$ cat src/rtl/cpu_mu0_core.sv
// MU0 accumulator CPU architectural datapath.
// Holds pc, acc and the run flag and executes the instruction presented on
// instr in every cycle where validRead is high. Fetch sequencing, memory
// strobes and the instruction register live in the wrapper above this block.
module cpu_mu0_core (
  input  logic        clk,
  input  logic        rst,
  input  logic [15:0] instr,
  input  logic [15:0] readdata,
  input  logic        validRead,
  output logic [11:0] pc,
  output logic [15:0] writedata,
  output logic        running
);

  typedef enum logic [3:0] {
    OP_LDA = 4'd0,
    OP_STO = 4'd1,
    OP_ADD = 4'd2,
    OP_SUB = 4'd3,
    OP_JMP = 4'd4,
    OP_JGE = 4'd5,
    OP_JNE = 4'd6,
    OP_STP = 4'd7,
    OP_OUT = 4'd8
  } opcode_e;

  logic [3:0]  opcode;
  logic [11:0] operand;
  logic [15:0] acc;
  logic [15:0] acc_next;
  logic [11:0] pc_next;
  logic [11:0] pc_inc;
  logic        running_next;

  assign opcode    = instr[15:12];
  assign operand   = instr[11:0];
  assign pc_inc    = pc + 12'd1;
  assign writedata = acc;

  // Decode the current instruction into the next architectural state; jump
  // conditions look at acc as it stands before this instruction retires.
  always_comb begin
    acc_next     = acc;
    pc_next      = pc_inc;
    running_next = running;
    case (opcode)
      OP_LDA: acc_next = readdata;
      OP_STO: acc_next = acc;
      OP_ADD: acc_next = acc + readdata;
      OP_SUB: acc_next = acc - readdata;
      OP_JMP: pc_next  = operand;
      OP_JGE: pc_next  = acc[15] ? pc_inc : operand;
      OP_JNE: pc_next  = (acc != 16'h0000) ? operand : pc_inc;
      OP_STP: begin
        pc_next      = pc;
        running_next = 1'b0;
      end
      OP_OUT: acc_next = acc;
      default: acc_next = acc;
    endcase
  end

  // Commit state only on execute cycles while running; once halted,
  // everything freezes until reset.
  always_ff @(posedge clk or negedge rst) begin
    if (!rst) begin
      pc      <= 12'h000;
      acc     <= 16'h0000;
      running <= 1'b1;
    end else if (running && validRead) begin
      pc      <= pc_next;
      acc     <= acc_next;
      running <= running_next;
    end
  end

endmodule

$ cat config.mk
export PLATFORM = sky130hd
export DESIGN_NAME = cpu_mu0_core
export DESIGN_NICKNAME = d
export VERILOG_FILES = /design/src/rtl/cpu_mu0_core.sv
export SDC_FILE = /design/constraint.sdc
export NUM_CORES = 1
export LEC_CHECK = 0
export CAP_MARGIN = 5
export CORE_MARGIN = 2
export CORE_UTILIZATION = 40
export DETAILED_ROUTE_END_ITERATION = 8
export GPL_ROUTABILITY_DRIVEN = 0
export PLACE_DENSITY = 0.69
export SYNTH_ARGS = -nofsm -noshare
export SYNTH_HDL_FRONTEND = slang
export SYNTH_SLANG_ARGS = --single-unit
$ cat constraint.sdc
create_clock -name clk -period 3 [get_ports clk]
set_input_delay 0.9 -clock clk [delete_from_list [all_inputs] [get_ports clk]]
set_output_delay 0.9 -clock clk [all_outputs]
set_load 0.01 [all_outputs]
* After elaboration in Yosys (flattened, before gate mapping)
Cells that the tools add are included.
** Cells by class
- Add/sub/neg operators :: 3
- Eq/ne operators :: 6
- Muxes and demuxes :: 4
- Bitwise logic cells :: 1
- Reduce and logical (&&, ||, !) cells :: 7
** Operators with widths (count)
- case mux 12 bit (4 select lines) :: 1
- case mux 16 bit (3 select lines) :: 1
- 2-to-1 mux 12 bit :: 2
- adder 16 bit :: 1
- == test 4 x 3 -> 1 bit (second input constant) :: 4
- nonzero test 16 bit :: 1
- subtractor 16 bit :: 1
- adder 12 x 1 -> 12 bit (second input constant) :: 1
- == test 4 x 2 -> 1 bit (second input constant) :: 2
- AND reduction 2 bit :: 3
- zero test 4 bit :: 1
- nonzero test 3 bit :: 1
- logical AND 1 bit :: 1
- inverter 1 bit :: 1
** Storage, ports and cells
- Register bits :: 29
- Logic and storage cells :: 24

* Depth between registers and ports, before layout
- Depth after elaboration :: 3
- Mapped depth :: 14
- Depth with buffers taken out :: 14

* Least setup slack after synthesis
OpenSTA, ideal clock, no wires.
- Kind :: input to register
- Start point :: in readdata[6]
- End point :: reg acc[15] (netlist: writedata[15])
- Setup time :: 127 ps
- Data arrival time :: 3080 ps
- Slack :: -207 ps
- Stages :: 12
- Path through :: nor4_1 and2_1 nand2_1 o31ai_1 xor2_1 ha_1 and3_1 and2_1 a221oi_1 o21ai_0 xnor2_1 o21ai_1
** On the way
- Longest elaborated chain between the ends :: 2
** Ends and longest elaborated chain
- start: declaration :: RTL line 9 : input logic [15:0] readdata,
- subtractor 16 bit / adder 16 bit (equally long branches) :: RTL line 51, 50
- case mux 16 bit (3 select lines) * :: RTL line 47 : case (opcode)
- end signal: assignment :: RTL line 73 : acc <= acc_next;
- end: declaration :: RTL line 30 : logic [15:0] acc;
Mark *: on every way between the ends. The rest lies on a longest branch, timed or not.
A chain may end at the register's enable or synchronous reset.

* Worst setup path in the final report
- Start point :: in readdata[3]
- End point :: reg acc[14] (netlist: writedata[14])
Same word-level chain as after synthesis.

==> results.py <==
metrics = {
    "run_status": {
        "outcome": "complete, but fails checks",
        "violations": "negative setup slack",
    },
    "final_layout": {
        "area_growth_pct": 72.6,
        "diodes": 0,
        "finalNetCount": 563,
        "layout-drive-gt1-share_pct": 36.8,
    },
    "synth": {
        "synth_compound_area_share_pct": 25.4,
        "synthArstFlopShare_pct": 100,
        "seq_area_frac_synth_pct": 27.1,
        "yosys.area_share.xor_xnor_pct": 7.83,
        "synth_common_cells": "47 x a21oi_1, 36 x nand2_1, 31 x o21ai_0, 28 x dfrtp_1, 26 x nor2_1",
        "netlist_instances": 346,
        "synth.most_common_cell": "a21oi_1",
        "synth_fp_nets": 399,
        "synth_top_area_share_pct": 26.1,
        "synth.area.top_cells": "dfrtp_1 26%, a21oi_1 8.8%, ha_1 7.9%",
        "synthDistinctLibCells": 48,
        "synth_top_family_by_area": "compound AO/OA/AOI/OAI gates",
        "synth_area_um2": 2680,
        "synth-simple-area-share_pct": 24.5,
        "ys_warn_count": 0,
        "yosys-mux-area-fraction_pct": 2.24,
        "synth_fa_ha_area_share_pct": 8.67,
        "synthFlopType": "dfrtp_1",
        "synth_edf_count": 0,
        "ys_ff_latch": 29,
        "yosys.area.top_type": "dfrtp_1",
        "avgSynthCellArea_um2": 7.76,
    },
    "global_route": {
        "grt_pass1_vias": 3226,
        "track_usage_pct": 26.0,
        "grt_first_pass_wirelength_um": 15400,
        "antenna_found_initial": 0,
        "use_met2_pct": 43.9,
        "met1_usage_pct": 34.2,
        "gr-total-overflow": 0,
        "grt_max_degree": 30,
        "top_usage_layer": "met2",
        "met3_usage_pct": 4.43,
    },
    "critical_path": {
        "ff2ff_path_depth": 11,
        "path_class": "input pin to flop",
        "r2r_slack_ns": 0.51,
        "critPathCaptureType": "flop",
        "r2r_start": "writedata[0]",
        "cp_max_fo": 5,
        "rr_endpoint": "writedata[12]",
        "worst_setup_path_start_kind": "input pin",
        "cp.arrival_ns": 3.34,
        "worst_ep_required_time_ns": 3.17,
    },
    "job": {
        "drv_cap": 0,
    },
    "floorplan": {
        "start_util_pct": 41.8,
        "fp.dieArea_um2": 7380,
        "row_count": 29,
        "num_io_pins": 64,
        "dieWidth_um": 85.9,
        "core_um2": 6420,
        "chipHeight_um": 85.9,
    },
    "hold_path": {
        "min_from": "running",
        "hold_class": "flop to flop",
        "worstHoldEndpoint": "running",
        "whs_path_depth": 1,
    },
    "clock_tree": {
        "cts_buffers": 5,
        "tritoncts": "yes",
        "htreeDepth": 2,
        "path_clk_slew_ns": 0.08,
        "root_buffer": "clkbuf_8",
        "clock_sinks": 29,
        "clockBufferDepth": 2,
        "clk_latency_ns": 0.30,
    },
    "sta": {
        "rsz0062_at_grt": "yes",
        "worst_pin_slew_ns": 0.548,
        "min_period_ns": 3.17,
        "period_share_pct": 106,
        "skew_ns": 0.0113,
        "setup_violations": 3,
        "maxSlewViolCount": 0,
        "slew-limit-headroom_pct": 63.1,
        "holdWs_ns": 0.515,
        "hold_violations": 0,
        "max_freq_ghz": 0.315,
        "postLayoutSetupSlackWorst_ns": -0.172,
    },
    "placed_design": {
        "dp_hpwl_um": 6520,
        "port_buffers": 63,
    },
    "drt": {
        "drc": 0,
        "vias": 3394,
        "first_iter_violations": 240,
        "wl_per_cell_um": 17.3,
        "viasPerCell": 5.77,
        "ant_nets": 0,
        "drtPass1Iterations": 5,
        "wl_um": 10200,
    },
    "power_and_ir_drop": {
        "swShare_pct": 27.6,
        "power_mw": 1.26,
        "power.internal_uw": 914,
        "p_sw_uw": 348,
        "clkPwrFrac_pct": 40.6,
        "power_frac_seq_pct": 30.9,
        "p_leak_nw": 2.18,
        "max-vdd-ir-drop_uv": 264,
        "combPwrFrac_pct": 28.5,
        "p_per_area_nw_per_um2": 273,
    },
}
==> area by class of cell <==
| type | count | area [um2] |
|---|---|---|
| clock buffer | 5 | 68.8 |
| clock inverter | 3 | 65.1 |
| fill | 466 | 1790 |
| inverter | 10 | 45.0 |
| multi-input combinational | 294 | 2160 |
| sequential | 29 | 727 |
| tap | 77 | 96.3 |
| timing repair buffer | 170 | 1470 |
==> layer usage <==
metal	wire [um]	up-vias
met3	538	30
met4	268	0
li1	-	1597
met1	4220	1638
met2	5170	129
met5	0	-
==> registers in the layout, indices dropped and copies added, names as in the netlist <==
register / flops
pc: 12
writedata: 16
running: 1
==> cells in the final DEF (no fill, tap or decap), drive strengths merged, types with 6 or more instances in the layout <==
cell,n
a21oi,47
clkdlybuf4s50,46
nand3,18
nand4,9
ha,17
nand2,36
and3,11
mux2i,6
o21ai,35
xnor2,9
inv,10
buf,119
xor2,15
a21o,6
nor3,11
nor2,26
dfrtp,28
clkbuf,6
==> repair_timing <==
| item | 4_1_cts | 5_1_grt |
|---|---|---|
| pin swaps | 29 | 43 |
| hold buffers | 0 | 0 |
| endpoints found under the setup margin | 11 | 21 |
| gates resized for setup | 85 | 59 |
| buffers inserted | 18 | 17 |
==> power groups by stage <==
stage	clock network, mW	registers [mW]	logic, mW
after floorplan	0	0.398	0.127
after global placement	0	0.398	0.276
after detailed placement	0	0.398	0.280
after CTS	0.510	0.391	0.307
after global routing	0.530	0.391	0.386
final	0.513	0.391	0.359
==> worst max-delay path, stage by stage <==
cell,delay (ns)
buf_8,0.10
nor4_4,0.30
buf_4,0.17
nand2b_4,0.07
o41ai_4,0.21
xor2_1,0.19
ha_1,0.31
and3_1,0.22
o21ai_1,0.24
o21ai_1,0.12
nor3_2,0.21
mux2i_1,0.21
nand3_1,0.09
==> cell families (layout without fill, tap and decap cells) <==
logic type,count (synthesis),count (layout)
flops,29,29
compound gates,114,114
simple gates,132,132
fa+ha+maj,18,18
mux,6,6
buf+inv,23,188
xor+xnor,24,24
==> worst max path at each step <==
stage	depth (start not counted)	start	end	slack, ns
global route	13	readdata[3]	writedata[14]	-0.27
detailed placement	14	readdata[1]	writedata[15]	-0.84
CTS	13	readdata[3]	writedata[15]	-0.07
finish	13	readdata[3]	writedata[14]	-0.17
floorplan	12	readdata[6]	writedata[15]	-0.09
global placement	15	readdata[1]	writedata[15]	-0.82
==> metrics by stage <==
step | worst slack (ns) | area, um2 | util, % | TNS (ns) | std cells
3_3_place_gp | -0.823 | 3980 | 61.9 | -7.26 | 545
4_1_cts | -0.0653 | 4330 | 67.3 | -0.0653 | 571
6_report | -0.172 | 4630 | 72.1 | -0.367 | 588
3_5_place_dp | -0.843 | 3980 | 61.9 | -7.79 | 545
2_1_floorplan | -0.0861 | 2780 | - | -0.0861 | 346
5_1_grt | -0.273 | 4630 | 72.1 | -0.917 | 588
No activity file was read; power rests on OpenSTA's default activity.
